`config.mk`:
```
export PLATFORM = sky130hd
export DESIGN_NAME = alu_issue_ctrl
export DESIGN_NICKNAME = d
export VERILOG_FILES = /design/src/rtl/alu_pkg.sv /design/src/rtl/alu_funct_decode.sv /design/src/rtl/alu_issue_ctrl.sv
export SDC_FILE = /design/constraint.sdc
export NUM_CORES = 1
export LEC_CHECK = 0
export BUFFER_PORTS_ARGS = -buffer_cell sky130_fd_sc_hd__clkbuf_2
export CAP_MARGIN = 20
export CORE_ASPECT_RATIO = 1.25
export CORE_MARGIN = 2
export CORE_UTILIZATION = 41
export CTS_CLUSTER_SIZE = 25
export DETAILED_ROUTE_END_ITERATION = 16
export GPL_ROUTABILITY_DRIVEN = 0
export GPL_TIMING_DRIVEN = 1
export HOLD_SLACK_MARGIN = 0.15
export PLACE_DENSITY = 0.76
export SLEW_MARGIN = 20
export SYNTH_ARGS = -nofsm -noshare
export SYNTH_HDL_FRONTEND = slang
export SYNTH_SLANG_ARGS = --single-unit
```
`constraint.sdc`:
```
create_clock -name clk -period 1.6 [get_ports clk]
set_clock_uncertainty 0.05 [all_clocks]
set_input_delay 0.16 -clock clk [delete_from_list [all_inputs] [get_ports clk]]
set_output_delay 0.16 -clock clk [all_outputs]
set_load 0.02 [all_outputs]
```
`src/rtl/alu_pkg.sv`:
```
// Shared funct codes, ALU Signal encodings and issue-FSM states for the ALU issue controller.
// Signal codes follow the ALU's own funct-style encoding.
package alu_pkg;

  localparam logic [5:0] FN_ADD  = 6'd32;
  localparam logic [5:0] FN_ADDU = 6'd33;
  localparam logic [5:0] FN_SUB  = 6'd34;
  localparam logic [5:0] FN_SUBU = 6'd35;
  localparam logic [5:0] FN_AND  = 6'd36;
  localparam logic [5:0] FN_OR   = 6'd37;
  localparam logic [5:0] FN_SLT  = 6'd42;

  localparam logic [5:0] SIG_ADD = 6'b100000;
  localparam logic [5:0] SIG_SUB = 6'b100010;
  localparam logic [5:0] SIG_AND = 6'b100100;
  localparam logic [5:0] SIG_OR  = 6'b100101;
  localparam logic [5:0] SIG_SLT = 6'b101010;

  typedef enum logic [1:0] {
    IDLE = 2'd0,
    EXEC = 2'd1,
    DONE = 2'd2
  } state_t;

endpackage

```
`src/rtl/alu_funct_decode.sv`:
```
// Combinational R-type decode: instruction word to ALU Signal, illegal flag, signed-arith flag.
// Zero latency; no handshake.
module alu_funct_decode
  import alu_pkg::*;
(
  input  logic [31:0] instr,
  output logic [5:0]  signal,
  output logic        illegal,
  output logic        is_signed_arith
);

  logic [5:0] opcode;
  logic [5:0] funct;
  logic       unused_mid;

  assign opcode     = instr[31:26];
  assign funct      = instr[5:0];
  assign unused_mid = ^instr[25:6];

  always_comb begin
    signal          = 6'b000000;
    illegal         = 1'b1;
    is_signed_arith = 1'b0;
    if (opcode == 6'd0) begin
      illegal = 1'b0;
      case (funct)
        FN_ADD:  begin signal = SIG_ADD; is_signed_arith = 1'b1; end
        FN_ADDU: signal = SIG_ADD;
        FN_SUB:  begin signal = SIG_SUB; is_signed_arith = 1'b1; end
        FN_SUBU: signal = SIG_SUB;
        FN_AND:  signal = SIG_AND;
        FN_OR:   signal = SIG_OR;
        FN_SLT:  signal = SIG_SLT;
        default: illegal = 1'b1;
      endcase
    end
  end

endmodule

```
`src/rtl/alu_issue_ctrl.sv`:
```
// Issues one R-type op at a time to the combinational ALU; legal ops 2-cycle, illegal 1-cycle latency.
// in_ready only in IDLE or on the DONE handshake cycle; result held until out_ready. ALU_OVF_DETECT_EN adds signed overflow.
module alu_issue_ctrl
  import alu_pkg::*;
#(
  parameter int CNT_W = 16
) (
  input  logic             clk,
  input  logic             reset,
  input  logic             in_valid,
  output logic             in_ready,
  input  logic [31:0]      in_instr,
  input  logic [31:0]      in_opA,
  input  logic [31:0]      in_opB,
  output logic [31:0]      alu_dataA,
  output logic [31:0]      alu_dataB,
  output logic [5:0]       alu_signal,
  input  logic [31:0]      alu_dataOut,
  output logic             out_valid,
  input  logic             out_ready,
  output logic [31:0]      out_result,
  output logic             out_illegal,
  output logic             out_ovf,
  output logic [CNT_W-1:0] op_count
);

  state_t     state, state_nxt;
  logic [5:0] dec_sig;
  logic       dec_ill;
  logic       dec_sgn;
  logic       accept;
  logic       retire;
  logic       ovf_calc;

  alu_funct_decode u_dec (
    .instr           (in_instr),
    .signal          (dec_sig),
    .illegal         (dec_ill),
    .is_signed_arith (dec_sgn)
  );

  assign out_valid = (state == DONE);
  assign retire    = out_valid && out_ready;

  always_ff @(posedge clk or negedge reset) begin
    if (!reset) state <= IDLE;
    else        state <= state_nxt;
  end

  always_comb begin
    state_nxt = state;
    in_ready  = 1'b0;
    accept    = 1'b0;
    case (state)
      IDLE: in_ready = 1'b1;
      DONE: in_ready = out_ready;
      default: in_ready = 1'b0;
    endcase
    accept = in_valid && in_ready;
    case (state)
      IDLE: if (accept) state_nxt = dec_ill ? DONE : EXEC;
      EXEC: state_nxt = DONE;
      DONE: begin
        if (accept)      state_nxt = dec_ill ? DONE : EXEC;
        else if (retire) state_nxt = IDLE;
      end
      default: state_nxt = IDLE;
    endcase
  end

`ifdef ALU_OVF_DETECT_EN
  // Only funct 32/34 flag overflow; ADDU/SUBU share the Signal code but not this bit.
  logic sgn_q;

  always_ff @(posedge clk or negedge reset) begin
    if (!reset)                  sgn_q <= 1'b0;
    else if (accept && !dec_ill) sgn_q <= dec_sgn;
  end

  assign ovf_calc = sgn_q &&
                    ((alu_signal == SIG_SUB)
                       ? ((alu_dataA[31] != alu_dataB[31]) && (alu_dataOut[31] != alu_dataA[31]))
                       : ((alu_dataA[31] == alu_dataB[31]) && (alu_dataOut[31] != alu_dataA[31])));
`else
  logic unused_sgn;
  assign unused_sgn = dec_sgn;
  assign ovf_calc   = 1'b0;
`endif

  always_ff @(posedge clk or negedge reset) begin
    if (!reset) begin
      alu_dataA   <= 32'd0;
      alu_dataB   <= 32'd0;
      alu_signal  <= 6'b000000;
      out_result  <= 32'd0;
      out_illegal <= 1'b0;
      out_ovf     <= 1'b0;
      op_count    <= '0;
    end else begin
      // Illegal requests never touch the ALU operand registers.
      if (accept && !dec_ill) begin
        alu_dataA  <= in_opA;
        alu_dataB  <= in_opB;
        alu_signal <= dec_sig;
      end
      if (accept && dec_ill) begin
        out_result  <= 32'd0;
        out_illegal <= 1'b1;
        out_ovf     <= 1'b0;
      end else if (state == EXEC) begin
        out_result  <= alu_dataOut;
        out_illegal <= 1'b0;
        out_ovf     <= ovf_calc;
      end
      if (retire) op_count <= op_count + CNT_W'(1);
    end
  end

endmodule

```
# Word-level counts from Yosys, hierarchy flattened

Index checks and enable logic that the tools add are counted.

Flip-flop bits (word level): 122
Bits in latches: 0
Bits in writable memories: 0
Memory bits (read-only): 0
Output and inout bits: 122
Word-level logic and storage cells: 47
Memories kept: 0

Add/sub/neg operators: 1
$mul: 0
Divide/modulo/power cells: 0
$lt $le $gt $ge: 0
Eq/ne operators: 11
Shift-type cells: 0
Multiplexer cells: 15
Bitwise operators: 0
Reduce and logical (&&, ||, !) cells: 12

Operators with widths:

| cell                                                            | number |
|---|---|
| 32-bit two-way mux                                              | 2 |
| 6-bit == test, second input constant                            | 7 |
| 6-bit case mux with 5 select lines                              | 1 |
| 16-bit by 1-bit adder with 16-bit output, second input constant | 1 |
| 2-bit two-way mux                                               | 4 |
| 7-bit OR reduction                                              | 1 |
| 6-bit zero test                                                 | 1 |
| 6-bit two-way mux                                               | 1 |
| 2-bit case mux with 3 select lines                              | 1 |
| 1-bit two-way mux                                               | 5 |
| 1-bit logical AND                                               | 4 |
| 2-bit OR reduction                                              | 2 |
| 3-bit by 1-bit != test with 1-bit output, second input constant | 1 |
| 2-bit by 1-bit == test with 1-bit output, second input constant | 1 |
| 2-bit == test, second input constant                            | 1 |
| 2-bit zero test                                                 | 1 |
| 2-bit != test, second input constant                            | 1 |
| 1-bit case mux with 2 select lines                              | 1 |
| 2-bit AND reduction                                             | 1 |
| 2-bit nonzero test                                              | 1 |
| 1-bit zero test                                                 | 1 |

# Depth between registers and ports, before layout

Gate-level depths: netlist of run 1.

Depth in word-level cells: 7
Gate-level depth with buffers: 6
Gate-level depth less buffers: 5

# Modules after synthesis

From an unflattened synthesis of run 1, not the netlist that was laid out.

Cell total of the unflattened synthesis: 381
Area total of the unflattened synthesis: 5,004.8 µm²

Modules (own cells, without submodules):

| module           | instances | cells an instance | area an instance (µm²) | seq. area each (µm²) |
|---|---|---|---|---|
| alu_issue_ctrl   | 1         | 361               | 4,840.9                | 3,027.9 |
| alu_funct_decode | 1         | 20                | 163.9                  | 0.0 |

# Worst setup path after synthesis of run 1

No wires, ideal clock.

Kind: register -> register
Start point: reg state[1]
End point: reg out_result[10]
Library setup time: 136 ps
Arrival time: 1,572 ps
Required time: 1,414 ps
Path slack: -158 ps
Stages on the path, launching flop included: 6
Buffers on the path: 2
Clock period less this slack: 1,758 ps
Cells stage by stage: dfrtp_1 -> a21oi_1 -> and3_1 -> clkbuf_1 -> clkbuf_1 -> a21oi_1

Longest elaborated chain between the ends: 5
Elaborated cells on any way between the ends: 8
Classes of those cells: 2 x eq/ne; 2 x mux; 4 x reduce/logical

RTL lines:

| item                                                            | RTL line              | text |
|---|---|---|
| start, declared                                                 | alu_issue_ctrl.sv:27  | `state_t state, state_nxt;` |
| start signal, assigned                                          | alu_issue_ctrl.sv:47  | `else state <= state_nxt;` |
| 2-bit == test / 2-bit zero test (equally long branches)         | alu_issue_ctrl.sv:54  | `case (state)` |
| 1-bit case mux with 2 select lines (*)                          | alu_issue_ctrl.sv:54  |  |
| named net in_ready                                              | alu_issue_ctrl.sv:11  | `output logic in_ready,` |
| 1-bit logical AND (*)                                           | alu_issue_ctrl.sv:59  | `accept = in_valid && in_ready;` |
| 1-bit logical AND (*)                                           | alu_issue_ctrl.sv:106 | `if (accept && dec_ill) begin` |
| 32-bit two-way mux / 2-bit nonzero test (equally long branches) | n/a                   |  |
| end signal, assigned                                            | alu_issue_ctrl.sv:111 | `out_result <= alu_dataOut;` |
| end, declared                                                   | alu_issue_ctrl.sv:21  | `output logic [31:0] out_result,` |

Mark *: on every way through the listed nets, which the timed path passes. The rest lies on a longest branch.
A chain may end at the register's enable or synchronous reset.

# Worst setup path in the final report of run 1

Start point: reg state[1]
End point: reg alu_dataB[16]

Longest elaborated chain between the ends: 4
Elaborated cells on any way between the ends: 5
Classes of those cells: 1 x eq/ne; 1 x mux; 3 x reduce/logical

RTL lines:

| item                                                    | RTL line              | text |
|---|---|---|
| 2-bit == test / 2-bit zero test (equally long branches) | alu_issue_ctrl.sv:54  |  |
| 1-bit case mux with 2 select lines (*)                  | alu_issue_ctrl.sv:54  |  |
| 1-bit logical AND (*)                                   | alu_issue_ctrl.sv:59  |  |
| 1-bit logical AND (*)                                   | alu_issue_ctrl.sv:101 | `if (accept && !dec_ill) begin` |
| end signal, assigned                                    | alu_issue_ctrl.sv:103 | `alu_dataB <= in_opB;` |
| end, declared                                           | alu_issue_ctrl.sv:16  | `output logic [31:0] alu_dataB,` |

Every way passes the cells marked *; elsewhere a longest branch is shown, timed or not.

==> results of run 1 <==
[report_power, final]
part	leakage [nW]	total, mW	switching [mW]	internal [mW]
logic	2.55	1.11	0.548	0.564
clock network	0.302	3.99	1.35	2.64
registers	1.64	3.22	0.0734	3.15
total	4.49	8.32	1.98	6.35
[layout make-up]
cell class | count | area (µm²)
Antenna cell | 2 | 5.005
Tap cell | 164 | 205.2
Clock inverter | 13 | 177.7
Fill cell | 878 | 3964
Inverter | 7 | 26.28
Sequential cell | 120 | 3003
Clock buffer | 19 | 442.9
Multi-Input combinational cell | 230 | 1894
Timing Repair Buffer | 357 | 2444
[state kept, by name, summed over array words and instances, names as in the netlist]
signal and cells:
out_illegal 1, alu_dataB 32, op_count 16, state 2
out_result 32, alu_signal 5, alu_dataA 32
[timing repair]
item / CTS / global route
resized for setup: 2 / 4
hold endpoints to repair: 219 / 0
setup endpoints to repair: 38 / 50
buffers inserted: 0 / 0
pin swaps: 0 / 2
hold buffers: 102 / 0
[cells by family after synthesis]
kind of cell	count (synthesis)	synth area share, %
AND/OR/NAND/NOR	104	9.236
buffers and inverters	29	4.569
multiplexers	69	20.17
XOR/XNOR	15	2.579
flip-flops	120	58.95
other	1	0.07362
adder cells (fa/ha/maj)	1	0.2456
AO/OA/AOI/OAI	39	4.176
[worst max-delay path, delay by kind of cell (launching register included)]
family                 cells  cell delay (ps)
AO/OA/AOI/OAI              1              480
buffers and inverters      1              230
flip-flops                 1              370
multiplexers               1              340
[worst max path at each step]
stage                 start       endpoint
3_5_place_dp   in_instr[26]  alu_dataA[12]
3_3_place_gp   in_instr[26]  alu_dataA[10]
4_1_cts            state[1]  alu_dataB[16]
2_1_floorplan  in_instr[26]   alu_dataA[0]
5_1_grt            state[0]  alu_dataB[16]
6_report           state[1]  alu_dataB[16]
[per-stage QoR]
stage	instances	utilization, %	TNS [ps]	setup WS [ps]
2_1_floorplan	379	-	-6609	-98.67
3_3_place_gp	776	53.65	-21190	-338.4
3_5_place_dp	776	53.65	-24230	-389.6
4_1_cts	910	67.22	-310.4	-29.45
5_1_grt	911	67.39	-1602	-52.34
6_report	912	67.41	-381.2	-28.27
[layout by cell type, fill, tap and decap left out, types with 2 or more instances in the layout]
cell,instances
dlygate4sd3_1,102
clkinv_4,2
inv_1,7
diode_2,2
nand3_1,4
dfrtp_1,120
xor2_1,5
a21oi_1,33
bufinv_16,4
buf_12,6
clkbuf_8,2
clkbuf_2,228
conb_1,2
clkinvlp_4,2
nor4_2,2
clkbuf_16,17
nand2b_1,2
xnor2_1,10
nand4_1,4
nand2_1,71
buf_4,19
nor2b_2,2
nor2_1,4
mux2_4,67
clkinv_2,5
and4_1,2
and3_1,5
[layer usage]
metal / part of all wire, % / wire length, µm
met5: 0 / 0
met1: 40 / 5865
met4: 2.8 / 407
met3: 6.4 / 929
met2: 51 / 7401
==> results.sh, run 1 <==
export IMPL_grt_pass1_vias=4518
export IMPL_cp_slowest_cell="a2111o_2"
export IMPL_finalInstanceArea_um2=8198
export IMPL_async_flop_share_pct=100.0
export IMPL_antenna_found_initial=1
export IMPL_die_h_um=128.6
export IMPL_worstPathRequired_ps=1830
export IMPL_io_buffer_count=231
export IMPL_yosysWarnings=0
export IMPL_use_met2_pct=37.09
export IMPL_use_met3_pct=6.890
export IMPL_hold_end="alu_signal[2]"
export IMPL_power_total_mw=8.323
export IMPL_reg2reg_slack_ps=-30
export IMPL_power_density_nw_per_um2=1015
export IMPL_synth_area_um2=5094
export IMPL_worst_setup_path_end_kind="flip-flop"
export IMPL_crit_path_max_fanout=43
export IMPL_clock_latency_ps=400
export IMPL_synth_ff_type="dfrtp_1"
export IMPL_ant_nets=0
export IMPL_grt_max_degree=54
export IMPL_initial_core_util_pct=41.88
export IMPL_cts_root_buffer_cell="clkbuf_16"
export IMPL_power_leakage_nw=4.492
export IMPL_synth_edf_count=0
export IMPL_grt_ovfl_total=0
export IMPL_synthTopCellsByCount="dfrtp_1 (120), nand2_1 (71), mux2_4 (67)"
export IMPL_critPathArrivalTime_ps=1850
export IMPL_finalWirelength_mm=14.60
export IMPL_clk_pin_slew_ps=60
export IMPL_max_cap_violations=0
export IMPL_grtUsageMet1_pct=26.36
export IMPL_reg2reg_depth=3
export IMPL_min_delay_start="in_instr[2]"
export IMPL_die_x_um=103.7
export IMPL_cts_buffer_depth=2
export IMPL_rr_endpoint="alu_dataB[16]"
export IMPL_syn_to_final_growth_pct=60.94
export IMPL_timing_final_ws_setup_ps=-28.27
export IMPL_cts_tree="yes"
export IMPL_synth_area_top_cells="dfrtp_1 (59%), mux2_4 (20%), nand2_1 (5.2%)"
export IMPL_row_count=45
export IMPL_num_io_pins=254
export IMPL_avgSynthCellArea_um2=13.48
export IMPL_critical_path_max_stage_delay_ps=480
export IMPL_coreArea_um2=12160
export IMPL_die_area_um2=13340
export IMPL_yosys_cell_count_top_type="dfrtp_1"
export IMPL_max_freq_mhz=614.2
export IMPL_drive_gt1_share_pct=48.53
export IMPL_cts_sinks=120
export IMPL_min_period_over_period_pct=101.8
export IMPL_htree_levels=4
export IMPL_hold_depth=4
export IMPL_ys_seq_elements=120
export IMPL_cts_buffers=17
export IMPL_finalHoldViolations=0
export IMPL_synthCells=378
export IMPL_grt_usage_pct=22.14
export IMPL_crit_type="reg -> reg"
export IMPL_irDropWorstVdd_v=0.0005920
export IMPL_critical_path_cell_chain="a2111o_2, buf_12, mux2_4"
export IMPL_num_vias=4350
export IMPL_routed_via_density=4.770
export IMPL_status="complete, but fails checks"
export IMPL_fin_crit_ps=1628
export IMPL_synth_top_area_cell="dfrtp_1"
export IMPL_drc=0
export IMPL_drv_slew=0
export IMPL_synth_top_cell_area_share_pct=58.95
export IMPL_drt_iter0_drc=169
export IMPL_ys_seq_area_share_pct=58.95
export IMPL_r2r_start="state[1]"
export IMPL_hold_class="in -> reg"
export IMPL_drt_pre_antenna_iters=5
export IMPL_gr_max_usage_layer="met2"
export IMPL_failed_checks="setup timing"
export IMPL_holdWs_ps=204.3
export IMPL_post_drt_wl_per_cell_um=16.01
export IMPL_cp_start_kind="flip-flop"
export IMPL_setup_viol=39
export IMPL_rsz0062_at_grt="yes"
export IMPL_yosysUniqueCellTypes=35
export IMPL_fin_nets=866
export IMPL_grt_pass1_wl_mm=23.30
export IMPL_postPlaceCellArea_um2=6525
export IMPL_hpwl_mm=8.528
(Power assumes the default switching activity.)
==> run 2, diff against run 1 <==
PLACE_DENSITY = 0.73   (was 0.76)
==> run 2 against run 1 <==
- the run still ends with setup timing left
- global-route usage is 0.71 points higher
- fmax is 2.5% lower
- clock power is 4% lower
==> results.sh, run 2 (synthesized netlist as in run 1, its figures left out) <==
export IMPL_cts_tree="yes"
export IMPL_max_cap_violations=0
export IMPL_failed_checks="setup timing"
export IMPL_final_cells=911
export IMPL_ant_nets=0
export IMPL_cts_sinks=120
export IMPL_grt_pass1_vias=4603
export IMPL_final_common_cell="clkbuf_2"
export IMPL_rsz0062_at_grt="yes"
export IMPL_crit_type="reg -> reg"
export IMPL_syn_to_final_growth_pct=60.11
export IMPL_drt_pre_antenna_iters=4
export IMPL_finalHoldViolations=0
export IMPL_reg2reg_depth=3
export IMPL_cts_buffers=17
export IMPL_cp_start_kind="flip-flop"
export IMPL_place_ws_ps=-367.6
export IMPL_utilization_pct=67.06
export IMPL_row_count=45
export IMPL_grt_usage_pct=22.85
export IMPL_timing_final_ws_setup_ps=-69.98
export IMPL_multi_input_area_um2=1889
export IMPL_die_x_um=103.7
export IMPL_clk_pin_slew_ps=50
export IMPL_die_h_um=128.6
export IMPL_cts_root_buffer_cell="clkbuf_16"
export IMPL_clock_latency_ps=410
export IMPL_routed_via_density=4.751
export IMPL_htree_levels=4
export IMPL_drv_slew=0
export IMPL_coreArea_um2=12160
export IMPL_hold_depth=4
export IMPL_setup_viol=55
export IMPL_grt_max_degree=67
export IMPL_worst_setup_path_end_kind="flip-flop"
export IMPL_cp_slowest_cell="a2111o_2"
export IMPL_reg_top3="alu_dataA x32, alu_dataB x32, out_result x32"
export IMPL_num_io_pins=254
export IMPL_cpLargestDelayFamily="compound AO/OA/AOI/OAI gates"
export IMPL_critPathArrivalTime_ps=1910
export IMPL_hpwl_mm=8.680
export IMPL_status="complete, but fails checks"
export IMPL_filler_cell_count=883
export IMPL_drive_gt1_share_pct=48.53
export IMPL_initial_core_util_pct=41.88
export IMPL_placed_cells=776
export IMPL_drt_iter0_drc=168
export IMPL_max_freq_mhz=598.8
export IMPL_io_buffer_count=231
export IMPL_irDropWorstVdd_v=0.0005926
export IMPL_critical_path_cell_chain="a2111o_2, buf_12, mux2_4"
export IMPL_power_leakage_nw=4.470
export IMPL_crit_path_max_fanout=59
export IMPL_fin_crit_ps=1670
export IMPL_min_period_over_period_pct=104.4
export IMPL_worstPathRequired_ps=1840
export IMPL_cts_buffer_depth=2
export IMPL_drc=0
export IMPL_power_density_nw_per_um2=995.9
export IMPL_post_drt_wl_per_cell_um=16.16
export IMPL_die_area_um2=13340
export IMPL_num_vias=4328
export IMPL_grt_ovfl_total=0
export IMPL_regArea_um2=3003
export IMPL_critical_path_max_stage_delay_ps=460
export IMPL_hold_class="in -> reg"
export IMPL_grt_pass1_wl_mm=23.69
export IMPL_antenna_found_initial=1
export IMPL_finalWirelength_mm=14.72
export IMPL_final_cell_mix="clkbuf_2 (229), dfrtp_1 (120), dlygate4sd3_1 (101)"
export IMPL_crit_cells=3
export IMPL_crit_buf_inv=1
export IMPL_fin_nets=866
==> run 2: repair_timing <==
item                                    CTS  global route
endpoints found under the hold margin   222             0
pin swaps                                 0             2
setup buffers                             0             1
resized for setup                         0             3
endpoints found under the setup margin   58            62
hold buffers                            101             0
==> run 2: layer usage <==
| metal | vias to the layer above | GRT usage, % | part of all wire, % |
|---|---|---|---|
| li1 | 1985 | - | - |
| met1 | 2099 | 25.82 | 39 |
| met2 | 216 | 40.71 | 52 |
| met3 | 28 | 6.890 | 6.7 |
| met4 | 0 | 9.380 | 2.0 |
| met5 | - | 0 | 0 |
==> run 2: tightest hold or removal path, cell delays in order <==
cell	delay, ps
clkbuf_2	100
buf_4	110
and3_1	140
mux2_4	130
==> run 2: layout make-up <==
cell class,instances,share of cell area [%]
antenna,1,0.03068
clock buffer,19,5.431
clock inverter,13,1.887
inverter,7,0.3222
multi-input combinational,230,23.17
sequential,120,36.82
tap,164,2.516
timing repair buffer,357,29.83
==> run 2: path summary, 6_finish.rpt <==
kind                         startpoint             to  slack [ps]
max                            state[1]   alu_dataB[3]         -70
min                         in_instr[2]  alu_signal[2]         210
max reg2reg                    state[1]   alu_dataB[3]         -70
min reg2reg                op_count[15]   op_count[15]         420
max in group asynchronous         reset  out_result[5]         920
min in group asynchronous         reset  alu_dataA[20]         260
==> run 2: power by group <==
| part | switching (mW) | internal, mW | leakage, nW |
|---|---|---|---|
| Combinational | 0.512 | 0.544 | 2.54 |
| Clock | 1.35 | 2.47 | 0.285 |
| Sequential | 0.0916 | 3.15 | 1.64 |
| Total | 1.96 | 6.16 | 4.47 |
==> run 2: per-stage QoR <==
step	hold slack, ps	total power, mW	area [µm²]	setup TNS [ps]
floorplan	-185.6	3.640	5112	-6609
global placement	136.0	4.096	6525	-20170
detailed placement	139.5	4.122	6525	-23160
CTS	183.9	8.169	8133	-1702
global route	206.6	8.447	8155	-4527
finish	208.3	8.122	8155	-2180
